<file path="src/rtl/ccd_timing_pkg.sv">
// Shared types and default widths for the CCD clock sequencer.
// Imported by the interface, the phase timer and the top.
package ccd_timing_pkg;

  localparam int unsigned CNT_W_DEF  = 8;
  localparam int unsigned PIX_W_DEF  = 12;
  localparam int unsigned LINE_W_DEF = 12;

  typedef enum logic [2:0] {
    ST_IDLE = 3'd0,
    ST_PH1  = 3'd1,
    ST_GAP1 = 3'd2,
    ST_PH2  = 3'd3,
    ST_GAP2 = 3'd4,
    ST_XFER = 3'd5
  } ccd_state_t;

  // Frame configuration at the default widths.
  typedef struct packed {
    logic [CNT_W_DEF-1:0]  half_cyc;
    logic [CNT_W_DEF-1:0]  gap;
    logic [CNT_W_DEF-1:0]  rst_w;
    logic [CNT_W_DEF-1:0]  xfer_w;
    logic [PIX_W_DEF-1:0]  n_pix;
    logic [LINE_W_DEF-1:0] n_lines;
  } cfg_t;

endpackage

</file>
<file path="src/rtl/ccd_clock_gen_if.sv">
// Control/config/clock bundle between the register bank (master) and the
// CCD clock sequencer (slave).
interface ccd_clock_gen_if #(
  parameter int unsigned CNT_W  = ccd_timing_pkg::CNT_W_DEF,
  parameter int unsigned PIX_W  = ccd_timing_pkg::PIX_W_DEF,
  parameter int unsigned LINE_W = ccd_timing_pkg::LINE_W_DEF
);

  logic              start;
  logic              stop;
  logic              continuous;
  logic [CNT_W-1:0]  half_cyc;
  logic [CNT_W-1:0]  gap;
  logic [CNT_W-1:0]  rst_w;
  logic [CNT_W-1:0]  xfer_w;
  logic [PIX_W-1:0]  n_pix;
  logic [LINE_W-1:0] n_lines;

  logic phi_l1;
  logic phi_l2;
  logic phi_r;
  logic phi_p;
  logic busy;
  logic pix_valid;
  logic line_done;
  logic frame_done;
  logic cfg_err;

  modport master (
    output start, stop, continuous, half_cyc, gap, rst_w, xfer_w, n_pix, n_lines,
    input  phi_l1, phi_l2, phi_r, phi_p, busy, pix_valid, line_done, frame_done, cfg_err
  );

  modport slave (
    input  start, stop, continuous, half_cyc, gap, rst_w, xfer_w, n_pix, n_lines,
    output phi_l1, phi_l2, phi_r, phi_p, busy, pix_valid, line_done, frame_done, cfg_err
  );

endinterface

</file>
<file path="src/rtl/ccd_phase_timer.sv">
// Loadable down-counter timing each sequencer state; o_last flags the
// final cycle of the loaded duration.
module ccd_phase_timer #(
  parameter int unsigned CNT_W = ccd_timing_pkg::CNT_W_DEF
) (
  input  logic             clk,
  input  logic             rst,
  input  logic             i_load,
  input  logic [CNT_W-1:0] i_val,
  output logic [CNT_W-1:0] o_cnt,
  output logic             o_last
);

  logic [CNT_W-1:0] r_cnt;

  always_ff @(posedge clk or posedge rst) begin
    if (rst) begin
      r_cnt <= '0;
    end else if (i_load) begin
      r_cnt <= i_val;
    end else if (r_cnt != '0) begin
      r_cnt <= r_cnt - CNT_W'(1);
    end
  end

  assign o_cnt  = r_cnt;
  assign o_last = (r_cnt == CNT_W'(1));

endmodule

</file>
<file path="src/rtl/ccd_clock_gen.sv">
// Programmable CCD clock sequencer: serial phases, reset gate and line
// transfer clock with single-frame/continuous modes and strobes.
module ccd_clock_gen
  import ccd_timing_pkg::*;
#(
  parameter int unsigned CNT_W  = CNT_W_DEF,
  parameter int unsigned PIX_W  = PIX_W_DEF,
  parameter int unsigned LINE_W = LINE_W_DEF
) (
  input logic           clk,
  input logic           rst,
  ccd_clock_gen_if.slave bus
);

  // Same layout as cfg_t, sized by this instance's parameters.
  typedef struct packed {
    logic [CNT_W-1:0]  half_cyc;
    logic [CNT_W-1:0]  gap;
    logic [CNT_W-1:0]  rst_w;
    logic [CNT_W-1:0]  xfer_w;
    logic [PIX_W-1:0]  n_pix;
    logic [LINE_W-1:0] n_lines;
  } lcfg_t;

  ccd_state_t        r_state;
  lcfg_t             r_cfg;
  logic [PIX_W-1:0]  r_pix;
  logic [LINE_W-1:0] r_line;
  logic              r_stop_pend;
  logic r_phi_l1, r_phi_l2, r_phi_r, r_phi_p, r_busy;
  logic r_pix_valid, r_line_done, r_frame_done, r_cfg_err;

  lcfg_t             w_in_cfg;
  lcfg_t             w_cfg_nx;
  logic              w_in_ok;
  logic              w_gap0;
  logic              w_last_pix;
  logic              w_last_line;
  logic              w_stop_any;
  ccd_state_t        w_ns;
  logic              w_load;
  logic [CNT_W-1:0]  w_val;
  logic              w_relatch;
  logic              w_err_nx;
  logic              w_pix_step;
  logic              w_pix_inc;
  logic              w_pix_clr;
  logic              w_line_inc;
  logic [CNT_W-1:0]  w_cnt;
  logic              w_last;
  logic [CNT_W-1:0]  w_cnt_nx;
  logic [CNT_W-1:0]  w_rst_eff;
  logic              w_phi_r_nx;
  logic              w_line_done_nx;

  ccd_phase_timer #(.CNT_W(CNT_W)) u_timer (
    .clk    (clk),
    .rst    (rst),
    .i_load (w_load),
    .i_val  (w_val),
    .o_cnt  (w_cnt),
    .o_last (w_last)
  );

  assign w_in_cfg.half_cyc = bus.half_cyc;
  assign w_in_cfg.gap      = bus.gap;
  assign w_in_cfg.rst_w    = bus.rst_w;
  assign w_in_cfg.xfer_w   = bus.xfer_w;
  assign w_in_cfg.n_pix    = bus.n_pix;
  assign w_in_cfg.n_lines  = bus.n_lines;

  assign w_in_ok     = (bus.half_cyc != '0) && (bus.xfer_w != '0) &&
                       (bus.n_pix != '0) && (bus.n_lines != '0);
  assign w_gap0      = (r_cfg.gap == '0);
  assign w_last_pix  = (r_pix == r_cfg.n_pix - PIX_W'(1));
  assign w_last_line = (r_line == r_cfg.n_lines - LINE_W'(1));
  assign w_stop_any  = r_stop_pend | bus.stop;

  always_comb begin
    w_ns       = r_state;
    w_load     = 1'b0;
    w_val      = '0;
    w_relatch  = 1'b0;
    w_err_nx   = 1'b0;
    w_pix_step = 1'b0;
    w_pix_inc  = 1'b0;
    w_pix_clr  = 1'b0;
    w_line_inc = 1'b0;
    case (r_state)
      ST_IDLE: begin
        if (bus.start) begin
          if (w_in_ok) begin
            w_ns      = ST_PH1;
            w_load    = 1'b1;
            w_val     = bus.half_cyc;
            w_relatch = 1'b1;
          end else begin
            w_err_nx  = 1'b1;
          end
        end
      end
      ST_PH1: begin
        if (w_last) begin
          w_load = 1'b1;
          if (w_gap0) begin
            w_ns  = ST_PH2;
            w_val = r_cfg.half_cyc;
          end else begin
            w_ns  = ST_GAP1;
            w_val = r_cfg.gap;
          end
        end
      end
      ST_GAP1: begin
        if (w_last) begin
          w_ns   = ST_PH2;
          w_load = 1'b1;
          w_val  = r_cfg.half_cyc;
        end
      end
      ST_PH2: begin
        if (w_last) begin
          if (w_gap0) begin
            w_pix_step = 1'b1;
          end else begin
            w_ns   = ST_GAP2;
            w_load = 1'b1;
            w_val  = r_cfg.gap;
          end
        end
      end
      ST_GAP2: begin
        if (w_last) w_pix_step = 1'b1;
      end
      ST_XFER: begin
        if (w_last) begin
          w_load = 1'b1;
          if (!w_last_line) begin
            w_line_inc = 1'b1;
            w_ns       = ST_PH1;
            w_val      = r_cfg.half_cyc;
          end else if (bus.continuous && !w_stop_any && w_in_ok) begin
            w_relatch  = 1'b1;
            w_ns       = ST_PH1;
            w_val      = bus.half_cyc;
          end else begin
            w_err_nx   = bus.continuous && !w_stop_any;
            w_ns       = ST_IDLE;
          end
        end
      end
      default: begin
        w_ns   = ST_IDLE;
        w_load = 1'b1;
      end
    endcase
    // End of a pixel: either the next pixel's PH1 or the line transfer.
    if (w_pix_step) begin
      w_load = 1'b1;
      if (w_last_pix) begin
        w_pix_clr = 1'b1;
        w_ns      = ST_XFER;
        w_val     = r_cfg.xfer_w;
      end else begin
        w_pix_inc = 1'b1;
        w_ns      = ST_PH1;
        w_val     = r_cfg.half_cyc;
      end
    end
  end

  // Outputs are computed for the coming cycle from the next state and the
  // timer value that cycle will hold, so they can all be registered.
  assign w_cfg_nx       = w_relatch ? w_in_cfg : r_cfg;
  assign w_cnt_nx       = w_load ? w_val : (w_cnt - CNT_W'(1));
  assign w_rst_eff      = (w_cfg_nx.rst_w < w_cfg_nx.half_cyc) ? w_cfg_nx.rst_w
                                                               : w_cfg_nx.half_cyc;
  assign w_phi_r_nx     = (w_ns == ST_PH1) &&
                          ((w_cfg_nx.half_cyc - w_cnt_nx) < w_rst_eff);
  assign w_line_done_nx = (w_ns == ST_XFER) && (w_cnt_nx == CNT_W'(1));

  always_ff @(posedge clk or posedge rst) begin
    if (rst) begin
      r_state      <= ST_IDLE;
      r_cfg        <= '0;
      r_pix        <= '0;
      r_line       <= '0;
      r_stop_pend  <= 1'b0;
      r_phi_l1     <= 1'b0;
      r_phi_l2     <= 1'b0;
      r_phi_r      <= 1'b0;
      r_phi_p      <= 1'b0;
      r_busy       <= 1'b0;
      r_pix_valid  <= 1'b0;
      r_line_done  <= 1'b0;
      r_frame_done <= 1'b0;
      r_cfg_err    <= 1'b0;
    end else begin
      r_state <= w_ns;
      if (w_relatch) begin
        r_cfg  <= w_in_cfg;
        r_pix  <= '0;
        r_line <= '0;
      end else begin
        if (w_pix_clr)      r_pix  <= '0;
        else if (w_pix_inc) r_pix  <= r_pix + PIX_W'(1);
        if (w_line_inc)     r_line <= r_line + LINE_W'(1);
      end
      if (w_ns == ST_IDLE)                          r_stop_pend <= 1'b0;
      else if (bus.stop && (r_state != ST_IDLE))    r_stop_pend <= 1'b1;
      r_phi_l1     <= (w_ns == ST_PH1);
      r_phi_l2     <= (w_ns == ST_PH2);
      r_phi_r      <= w_phi_r_nx;
      r_phi_p      <= (w_ns == ST_XFER);
      r_busy       <= (w_ns != ST_IDLE);
      r_pix_valid  <= (w_ns == ST_PH2) && (w_cnt_nx == CNT_W'(1));
      r_line_done  <= w_line_done_nx;
      r_frame_done <= w_line_done_nx && w_last_line;
      r_cfg_err    <= w_err_nx;
    end
  end

  assign bus.phi_l1     = r_phi_l1;
  assign bus.phi_l2     = r_phi_l2;
  assign bus.phi_r      = r_phi_r;
  assign bus.phi_p      = r_phi_p;
  assign bus.busy       = r_busy;
  assign bus.pix_valid  = r_pix_valid;
  assign bus.line_done  = r_line_done;
  assign bus.frame_done = r_frame_done;
  assign bus.cfg_err    = r_cfg_err;

endmodule

</file>
<file path="src/flat_wrapper.sv">
// flat-port wrapper written by rule: the top's interface ports become plain ports
module ccd_clock_gen_flat import ccd_timing_pkg::*;
#(
  parameter int unsigned CNT_W  = CNT_W_DEF,
  parameter int unsigned PIX_W  = PIX_W_DEF,
  parameter int unsigned LINE_W = LINE_W_DEF
)
  (clk, rst, bus_start, bus_stop, bus_continuous, bus_half_cyc, bus_gap, bus_rst_w, bus_xfer_w, bus_n_pix, bus_n_lines, bus_phi_l1, bus_phi_l2, bus_phi_r, bus_phi_p, bus_busy, bus_pix_valid, bus_line_done, bus_frame_done, bus_cfg_err);
  ccd_clock_gen_if #(.CNT_W(CNT_W), .PIX_W(PIX_W), .LINE_W(LINE_W)) bus_i ();
  input logic clk;
  input logic rst;
  input wire logic [$bits(bus_i.start)-1:0] bus_start;
  input wire logic [$bits(bus_i.stop)-1:0] bus_stop;
  input wire logic [$bits(bus_i.continuous)-1:0] bus_continuous;
  input wire logic [$bits(bus_i.half_cyc)-1:0] bus_half_cyc;
  input wire logic [$bits(bus_i.gap)-1:0] bus_gap;
  input wire logic [$bits(bus_i.rst_w)-1:0] bus_rst_w;
  input wire logic [$bits(bus_i.xfer_w)-1:0] bus_xfer_w;
  input wire logic [$bits(bus_i.n_pix)-1:0] bus_n_pix;
  input wire logic [$bits(bus_i.n_lines)-1:0] bus_n_lines;
  output wire logic [$bits(bus_i.phi_l1)-1:0] bus_phi_l1;
  output wire logic [$bits(bus_i.phi_l2)-1:0] bus_phi_l2;
  output wire logic [$bits(bus_i.phi_r)-1:0] bus_phi_r;
  output wire logic [$bits(bus_i.phi_p)-1:0] bus_phi_p;
  output wire logic [$bits(bus_i.busy)-1:0] bus_busy;
  output wire logic [$bits(bus_i.pix_valid)-1:0] bus_pix_valid;
  output wire logic [$bits(bus_i.line_done)-1:0] bus_line_done;
  output wire logic [$bits(bus_i.frame_done)-1:0] bus_frame_done;
  output wire logic [$bits(bus_i.cfg_err)-1:0] bus_cfg_err;
  assign bus_i.start = bus_start;
  assign bus_i.stop = bus_stop;
  assign bus_i.continuous = bus_continuous;
  assign bus_i.half_cyc = bus_half_cyc;
  assign bus_i.gap = bus_gap;
  assign bus_i.rst_w = bus_rst_w;
  assign bus_i.xfer_w = bus_xfer_w;
  assign bus_i.n_pix = bus_n_pix;
  assign bus_i.n_lines = bus_n_lines;
  assign bus_phi_l1 = bus_i.phi_l1;
  assign bus_phi_l2 = bus_i.phi_l2;
  assign bus_phi_r = bus_i.phi_r;
  assign bus_phi_p = bus_i.phi_p;
  assign bus_busy = bus_i.busy;
  assign bus_pix_valid = bus_i.pix_valid;
  assign bus_line_done = bus_i.line_done;
  assign bus_frame_done = bus_i.frame_done;
  assign bus_cfg_err = bus_i.cfg_err;
  ccd_clock_gen #(.CNT_W(CNT_W), .PIX_W(PIX_W), .LINE_W(LINE_W)) u_core (.clk(clk), .rst(rst), .bus(bus_i));
endmodule
</file>
<file path="config.mk">
export PLATFORM = sky130hd
export DESIGN_NAME = ccd_clock_gen_flat
export DESIGN_NICKNAME = d
export VERILOG_FILES = /design/src/rtl/ccd_timing_pkg.sv /design/src/rtl/ccd_clock_gen_if.sv /design/src/rtl/ccd_phase_timer.sv /design/src/rtl/ccd_clock_gen.sv /design/src/flat_wrapper.sv
export SDC_FILE = /design/constraint.sdc
export NUM_CORES = 1
export LEC_CHECK = 0
export CAP_MARGIN = 20
export CORE_MARGIN = 3
export CORE_UTILIZATION = 50
export DETAILED_ROUTE_END_ITERATION = 16
export PLACE_DENSITY = 0.72
export SLEW_MARGIN = 5
export SYNTH_ARGS = -nofsm -noshare
export SYNTH_HDL_FRONTEND = slang
export SYNTH_HIERARCHICAL = 1
export SYNTH_SLANG_ARGS = --single-unit
</file>
<file path="constraint.sdc">
create_clock -name clk -period 13.4 [get_ports clk]
set_clock_uncertainty 0.15 [all_clocks]
set_input_delay 3.35 -clock clk [delete_from_list [all_inputs] [get_ports clk]]
set_output_delay 3.35 -clock clk [all_outputs]
set_load 0.01 [all_outputs]
</file>
==> metrics.yaml, run 1 <==
power_density_nw_per_um2: 73.0
layout_min_cycle_time_ns: 8.92
crit_slowest_cell: "buf_4"
synth_cell_types: 78
p_int_mw: 0.450
ys_ff_latch: 101
clk_path_buf_depth: 2
area_delta_synth_final_pct: 16.4
synth_commonest_cells: "nand2_1 (176), dfrtp_1 (101), nor2_1 (60)"
p_clk_share_pct: 42.8
busiest_layer: "met2"
grt_use_met2_pct: 42.7
cp.arrival_ns: 9.05
coreArea_sq_um: 13300
cp_max_fo: 49
grt-ovfl-total: 0
postSynth.asyncResetShare_pct: 100
setup_tns_ns: 0
path_cells: "clkdlybuf4s50_1 > nor4_1 > nand3_1 > and4_1 > and2_1 > a31oi_4 > buf_4 > mux2i_1 > ha_1 > a21oi_1 > nor2b_1 > o21ai_0 > o21ai_0 > nor2_1 > inv_1 > nor2_2 > mux2i_1 > ha_1 > and4_1 > a21oi_1 > nand3_1 > nor3_1 > o211ai_1 > o2bb2ai_1"
ctsHoldBuffers: 0
grt_use_met3_pct: 4.35
startpoint: "bus_n_pix[11]"
crit_end: "u_core/bus.phi_r"
rr_startpoint: "u_core/r_cfg[0]"
synth-seq-area-share_pct: 36.8
endpoint_kind: "flop"
slew_headroom_pct: 26.8
track_usage_pct: 26.2
peakVddDrop_v: 0.0000550
r2r_cells: 27
grt_pass1_wl_microns: 30800
num_vias: 6333
yosysTopAreaCell: "dfrtp_1"
cts_tree: "built"
reg2reg_slack_ns: 6.68
initial_core_util_pct: 51.4
h-tree-depth: 3
fmax_mhz: 112
pwr-share-seq_pct: 52.3
synth.avg_cell_area_sq_um: 8.38
place_hpwl_microns: 14800
setup_viol: 0
yosys_warnings: 6
p_comb_share_pct: 4.9
p_leak_nw: 3.60
synth_top_area_share_pct: 36.8
hold_viol_final: 0
path_class: "in2reg"
vias_per_cell: 6.00
power_mw: 0.583
die-area_sq_um: 15200
worst_pin_slew_ns: 1.08
post-place-cells: 1040
syn_area_sq_um: 6860
synthCells: 819
switching_share_pct: 22.7
layout-drive-gt1-share_pct: 5.68
cp-start-kind: "input port"
worst-path-stages: 24
slowest_delay_ns: 0.53
drc: 0
cts_resized: 0
synth_ff_type: "dfrtp_1"
min_from: "u_core/r_stop_pend"
cp.required_ns: 13.53
num_rows: 42
synth_edf_count: 0
critical-path-top-delay-family: "simple AND/OR/NAND/NOR gates"
synth_area_leaders: "dfrtp_1 (37%), nand2_1 (9.6%), ha_1 (5.3%)"
firstDrtPassIters: 5
r2r-end: "u_core/bus.phi_r"
grt_max_degree: 59
drtIter0Drc: 651
clk_latency_ns: 0.36
io_pins: 70
die_h_microns: 123
drt_wl_total_microns: 19200
cts_buffers: 9
avgRoutedWirePerCell_microns: 18.2
clock-root-buffer: "clkbuf_16"
die_w_microns: 123
diodes: 0
fin_cells: 1056
path_buf_inv: 3
yosysMostFrequentCell: "nand2_1"
portBuffers: 69
whs_ns: 0.354
hold_path.class: "reg2reg"
outcome: "finished, final reports clean"
switchingPower_mw: 0.132
gr-usage-met1_pct: 35.4
cap_violations: 0
slew_viol_final: 0
design_area_sq_um: 7990
post_dp_cell_area_sq_um: 7710
post-route-period-util_pct: 66.6
place_congestion: 1.01
clock_sinks: 101
rsz0062_at_grt: "false"
num-nets-final: 966
postCtsSetupBuffers: 0
clkTransAtPathRegs_ns: 0.07
antenna_left: 0
grt_pass1_vias: 6061
syn_nets: 910
antenna_found_initial: 0
worst min-delay path by stage:
stage                                    end  slack, ns  cells past startpoint
final                     u_core/r_stop_pend       0.35                      1
after global routing        u_core/r_cfg[25]       0.39                      2
after CTS                   u_core/r_cfg[29]       0.36                      2
after detailed placement    u_core/r_cfg[29]       0.34                      2
after global placement      u_core/r_cfg[29]       0.33                      2
after floorplan             u_core/r_cfg[24]       0.30                      2
flip-flops by register name, indices dropped and copies added, names as in the netlist:
signal                 cells
u_core/bus.busy            1
u_core/bus.cfg_err         1
u_core/bus.frame_done      1
u_core/bus.line_done       1
u_core/bus.phi_l1          1
u_core/bus.phi_l2          1
u_core/bus.phi_p           1
u_core/bus.phi_r           1
u_core/bus.pix_valid       1
u_core/r_cfg              56
u_core/r_line             12
u_core/r_pix              12
u_core/r_state             3
u_core/r_stop_pend         1
u_core/u_timer/o_cnt       8
stage by stage:
stage / utilization [%] / setup WS, ns
after global routing: 59.8 / 4.10
after detailed placement: 57.7 / 4.30
after global placement: 57.7 / 4.49
after CTS: 59.8 / 4.63
final: 59.8 / 4.48
after floorplan: - / 5.62
cell type report:
| cell class | instances | area, sq um |
|---|---|---|
| Sequential cell | 101 | 2530 |
| Tap cell | 176 | 220 |
| Clock inverter | 6 | 51.3 |
| Inverter | 39 | 148 |
| Clock buffer | 10 | 229 |
| Multi-Input combinational cell | 651 | 4090 |
| Fill cell | 1199 | 5360 |
| Timing Repair Buffer | 73 | 721 |
routing by layer:
metal	routed length [microns]	vias to the layer above
li1	-	3005
met4	566	0
met5	0	-
met1	8280	3021
met2	9070	253
met3	1300	54
cells in the final DEF (no fill, tap or decap), types with 5 or more instances in the layout:
| cell type | count |
|---|---|
| mux2i_1 | 16 |
| nor4_1 | 17 |
| ha_1 | 29 |
| clkdlybuf4s50_1 | 69 |
| and3_1 | 8 |
| nor3_1 | 23 |
| and4_1 | 5 |
| xor2_1 | 25 |
| dfrtp_1 | 101 |
| nor2b_1 | 8 |
| clkbuf_16 | 9 |
| or3_1 | 5 |
| nor3b_1 | 8 |
| o211ai_1 | 8 |
| a21oi_1 | 42 |
| o21ai_0 | 45 |
| a211oi_1 | 5 |
| nand2_1 | 176 |
| nand4_1 | 12 |
| nor2_1 | 60 |
| inv_1 | 38 |
| nand3_1 | 23 |
| xnor2_1 | 34 |
| a31oi_1 | 8 |
power by group through the flow:
stage	registers, mW	clock network [mW]	logic, mW
floorplan	0.311	0	0.00579
global placement	0.311	0	0.0282
detailed placement	0.311	0	0.0289
CTS	0.305	0.258	0.0290
global route	0.304	0.268	0.0312
finish	0.305	0.249	0.0287
cell families after synthesis:
kind of cell | Yosys count | synth area share (%)
buffers and inverters | 67 | 3.92
muxes | 17 | 2.50
DFF | 101 | 36.8
AOI/OAI and AO/OA | 163 | 15.9
xor gates and xnor gates | 60 | 7.86
adders and majority gates | 30 | 5.58
and+or+nand+nor | 381 | 27.4
Power figures use the tool's default switching activity.
==> run 2: changes to the inputs <==
clock period = 8.4 ns   (was 13.4 ns; I/O delays follow)
==> run 2 against run 1 <==
Compared with the run above: cell area up 0.47%; first-iteration DRC count up 4.8%; sequential power up 59%; register-to-register slack worse by 5.1 ns; global-route usage up 0.84 points; die area unchanged; setup slack worse by 3.5 ns; non-clock buffer count up 2; hold slack worse by 0.0058 ns; critical endpoint unchanged.
==> metrics.yaml, run 2 (synthesized netlist as in run 1, its figures left out) <==
final_cell_mix: "nand2_1 (176), dfrtp_1 (101), clkdlybuf4s50_1 (69)"
initial_core_util_pct: 51.4  # unchanged
reg_top3: "u_core/r_cfg: 56 flops, u_core/r_line: 12 flops, u_core/r_pix: 12 flops"
die_h_microns: 123  # unchanged
top_register: "u_core/r_cfg"
p_clk_share_pct: 43.3  # +0.5 points
drc: 0  # unchanged
rr_startpoint: "u_core/r_cfg[0]"
clk_path_buf_depth: 2  # unchanged
cp-start-kind: "input port"
h-tree-depth: 3  # unchanged
antenna_found_initial: 0  # unchanged
avgRoutedWirePerCell_microns: 18.7  # +2.6%
largest_register_ffs: 56  # unchanged
dpl_worst_slack_ns: 0.657  # -3.64 ns
die_w_microns: 123  # unchanged
fmax_mhz: 135
peakVddDrop_v: 0.0000852  # +55%
antenna_left: 0  # unchanged
cts_buffers: 9  # unchanged
layout-drive-gt1-share_pct: 5.90  # +0.21 points
crit_slowest_cell: "nor4_1"
cpMostUsedCell: "o21ai_0"
layout_setup_ws_ns: 0.976  # -3.50 ns
cap_violations: 0  # unchanged
path_class: "in2reg"
portBuffers: 69  # unchanged
grt_pass1_vias: 6247  # +3.1%
coreArea_sq_um: 13300  # unchanged
switching_share_pct: 23.5  # +0.77 points
drt_wl_total_microns: 19800  # +2.8%
p_comb_share_pct: 5.0  # about the same
grt_pass1_wl_microns: 32100  # +4.2%
slew_headroom_pct: 28.4  # +1.6 points
clk_latency_ns: 0.36  # about the same
slowest_delay_ns: 0.44  # -0.09 ns
p_int_mw: 0.720  # +60%
area_delta_synth_final_pct: 16.9
min_from: "u_core/r_cfg[29]"
power_density_nw_per_um2: 117  # +61%
p_leak_nw: 3.62  # +0.35%
hold_path.class: "reg2reg"
ctsHoldBuffers: 0  # unchanged
slew_viol_final: 0  # unchanged
setup_tns_ns: 0  # unchanged
startpoint: "bus_n_pix[11]"
rsz0062_at_grt: "false"
cp.arrival_ns: 7.56  # -1.49 ns
postCtsSetupBuffers: 0  # unchanged
place_congestion: 0.962  # -4.8%
design_area_sq_um: 8030  # +0.47%
track_usage_pct: 27.0  # +0.84 points
cts_resized: 0  # unchanged
num-nets-final: 968  # +0.21%
clock-root-buffer: "clkbuf_16"
die-area_sq_um: 15200  # unchanged
clkTransAtPathRegs_ns: 0.08  # about the same
num_rows: 42  # unchanged
drtIter0Drc: 682  # +4.8%
cp_max_fo: 38  # -22%
diodes: 0  # unchanged
cts_tree: "built"
worst_pin_slew_ns: 1.06  # -0.0231 ns
outcome: "finished, final reports clean"
post-route-period-util_pct: 88.4
whs_ns: 0.348  # -0.00579 ns
switchingPower_mw: 0.221  # +67%
clock_sinks: 101  # unchanged
post_dp_cell_area_sq_um: 7710  # about the same
endpoint_kind: "flop"
cp.required_ns: 8.54  # -4.99 ns
grt_max_degree: 85  # +44%
place_hpwl_microns: 14900  # +0.94%
grt-ovfl-total: 0  # unchanged
io_pins: 70  # unchanged
num_vias: 6405  # +1.1%
layout_commonest_cell: "nand2_1"
layout_min_cycle_time_ns: 7.42
pwr-share-seq_pct: 51.6  # -0.7 points
setup_viol: 0  # unchanged
hold_viol_final: 0  # unchanged
firstDrtPassIters: 5  # unchanged
vias_per_cell: 6.05  # +0.95%
==> run 2: cell count changes in the layout (fill, tap and decap cells not counted), sizes merged <==
| cell | change |
|---|---|
| clkinvlp | +1 |
| inv | -1 |
| buf | +2 |
==> run 2: power by group through the flow <==
stage | clock network, mW | registers [mW] | logic, mW
floorplan | 0 | 0.495 | 0.00924
global placement | 0 | 0.495 | 0.0453
detailed placement | 0 | 0.495 | 0.0462
CTS | 0.416 | 0.486 | 0.0464
global route | 0.435 | 0.486 | 0.0511
finish | 0.408 | 0.486 | 0.0473
==> run 2: cell type report <==
cell class | instances | area [sq um]
clock buffers | 10 | 229
clock inverters | 6 | 53.8
fillers | 1225 | 5320
inverters | 39 | 148
multi-input cells | 651 | 4090
flip-flops and latches | 101 | 2530
well taps | 176 | 220
repair buffers | 75 | 756
==> run 2: final timing paths <==
| kind | to | slack (ns) | depth (start not counted) |
|---|---|---|---|
| max | u_core/bus.phi_r | 0.98 | 25 |
| min | u_core/r_cfg[29] | 0.35 | 2 |
| min reg2reg | u_core/r_cfg[29] | 0.35 | 2 |
| max reg2reg | u_core/bus.phi_r | 1.63 | 27 |
| max in group asynchronous | u_core/r_cfg[51] | 5.34 | 4 |
| min in group asynchronous | u_core/bus.phi_r | 1.83 | 2 |
==> run 2: routing by layer <==
metal | global-route usage [%] | part of all wire, % | vias to the layer above
met5 | 0 | 0 | -
met4 | 8.44 | 2.4 | 0
met3 | 4.53 | 6.1 | 38
met2 | 43.7 | 47 | 261
met1 | 37.3 | 44 | 3099
li1 | - | - | 3007
==> run 2: worst max-delay path: cells and delay by family <==
kind	cells	cell delay, ns
adders and majority gates	2	0.55
AOI/OAI and AO/OA	8	1.19
buffers and inverters	3	0.93
and+or+nand+nor	10	2.21
muxes	2	0.57
==> run 2: through the flow <==
stage | instances | util (%) | total power, mW
finish | 1058 | 60.1 | 0.941
global route | 1058 | 60.1 | 0.971
CTS | 1057 | 59.9 | 0.948
detailed placement | 1041 | 57.8 | 0.542
global placement | 1041 | 57.8 | 0.541
floorplan | 819 | - | 0.505
==> RTL edit: new RTL, settings of run 1 <==
Set the package constant `CNT_W_DEF` to 6 (it was 8).
--- a/src/rtl/ccd_timing_pkg.sv
+++ b/src/rtl/ccd_timing_pkg.sv
@@ -2,7 +2,7 @@
 // Imported by the interface, the phase timer and the top.
 package ccd_timing_pkg;
 
-  localparam int unsigned CNT_W_DEF  = 8;
+  localparam int unsigned CNT_W_DEF  = 6;
   localparam int unsigned PIX_W_DEF  = 12;
   localparam int unsigned LINE_W_DEF = 12;
 
Ports: changed (resized bus_gap, bus_half_cyc, bus_rst_w and bus_xfer_w); port bits go from 70 to 62. No check against the original RTL was run, so the function may have changed too.
==> RTL edit against run 1 <==
  * Design area decreased by 12%
  * Routed wire length decreased by 17%
  * Worst setup slack improved by 0.14 ns
  * Synthesized area decreased by 11%
  * Hold slack got worse by 0.0074 ns
  * Sequential cell count decreased by 10
  * Die area decreased by 11%
Power is left out: it rests on default switching activity, and per cell area and clock period it moved more than threefold.
==> RTL edit: results (changes against run 1) <==
* WP data arrival at 8.90 ns (-0.15 ns)
* Seq/Total Area, Yosys at 37.5% (+0.66 points)
* Hold_buf cts at 0 (unchanged)
* Clock latency on the worst-skew pair at roughly 0.35 ns
* Hold_sp: u_core/r_cfg[26]
* Reg clk slew, reported paths at 0.07 ns (about the same)
* R2r setup slk at 6.70 ns (+0.02 ns)
* Buffering overhead at 9.52% (+0.50 points)
* Worst hold stages at 1 (unchanged)
* Multi-input gate area at 3550 um2 (-13%)
* Synth unique cells at 79 (+1.3%)
* Placed insts at 842 (-19%)
* Reg-to-Reg End: u_core/bus.phi_r
* Global-route wire length before repair at 26000 um (-16%)
* Status: complete, no violations
* Synth top area cells: dfrtp_1 (37%), ha_1 (4.5%), xnor2_1 (4.3%)
* Port Buf Inserts at 61 (-12%)
* Inverters at 32 (-18%)
* Global-route met1 utilization at 32.4% (-3.0 points)
* Drt via density at 6.08 (+1.3%)
* ANT cells at 0 (unchanged)
* Crit. Startpoint: bus_half_cyc[1]
* Met3 wire length at 779 um (-40%)
* First DRT Iteration DRCs at 392 (-40%)
* Fin Hold WS at 0.347 ns (-0.00737 ns)
* Sequential share of cell area at 32.2% (+0.58 points)
* Fill cells at 1028 (-14%)
* Most common library cells after synthesis: dfrtp_1 (91), nand2_1 (69), nor2_1 (64), inv_1 (32), xnor2_1 (30)
* Post-detail-place hpwl at 11900 um (-20%)
* Hold endpoint: u_core/r_cfg[26]
* Worst path slowest cell: and2_2
* Max frequency at 0.114 GHz (+1.6%)
* Worst r2r src: u_core/r_cfg[2]
* Clk cell area share at 3.82% (+0.31 points)
* Worst path max stage delay at 0.81 ns (+0.28 ns)
* Multi-input logic cell count at 512 (-21%)
* Cells on worst reg2reg path at 20 (-26%)
* Syn_nets at 741 (-19%)
* DRT met1 WL at 6960 um (-16%)
* DP Worst Slack at 4.07 ns (-0.224 ns)
* CTS Sinks at 91 (-9.9%)
* Ratio of cells with drive above 1 in the final layout at 7.80% (+2.1 points)
* Signal buffers at 67 (-8.2%)
* Gr usage total at 24.6% (-1.6 points)
* Metal2 WL at 7810 um (-14%)
* Fin nets at 789 (-18%)
* Final Routed Wirelength at 15900 um (-17%)
* GR Util met2 at 40.6% (-2.1 points)
* Non-filler cells, final at 861 (-18%)
* Final Wtd Congestion at 0.922 (-8.7%)
* Grt met3 use at 4.40% (+0.058 points)
* # clk buffers at 11 (+1)
* Synthesized instance count at 665 (-19%)
* Critical Path Fanout Max at 38 (-22%)
* # Post-CTS Setup Buffers at 0 (unchanged)
* Antenna violations before repair at 0 (unchanged)
* Largest net degree at the start of global routing at 86 (+46%)
* Clock Tree Buf Depth at 2 (unchanged)
* Largest registers: u_core/r_cfg x48, u_core/r_line x12, u_core/r_pix x12
* Worst-Margin Slew at 0.964 ns (-0.119 ns)
==> RTL edit: cell types whose count changed after synthesis, sizes merged, moves of 5 or more <==
cell	change
ha	-7
inv	-7
mux2	+32
o21ai	-19
dfrtp	-10
a21oi	-17
nand3	-5
nand2	-107
a31oi	-6
nor3	-14
mux2i	-7
==> RTL edit: kinds of logic (layout without fill, tap and decap cells) <==
group           after synthesis  count (layout)  synth area share (%)
xor+xnor                     57              57                  8.22
simple gates                272             272                  23.5
flops                        91              91                  37.5
mux                          42              42                  7.80
compound gates              118             118                  14.0
buf+inv                      62             115                  4.16
fa+ha+maj                    23              23                  4.86
==> RTL edit: metrics by stage <==
step,area [um2],util (%)
6_report,7070,60.6
3_5_place_dp,6760,57.9
3_3_place_gp,6760,57.9
2_1_floorplan,6080,-
5_1_grt,7070,60.6
4_1_cts,7030,60.3
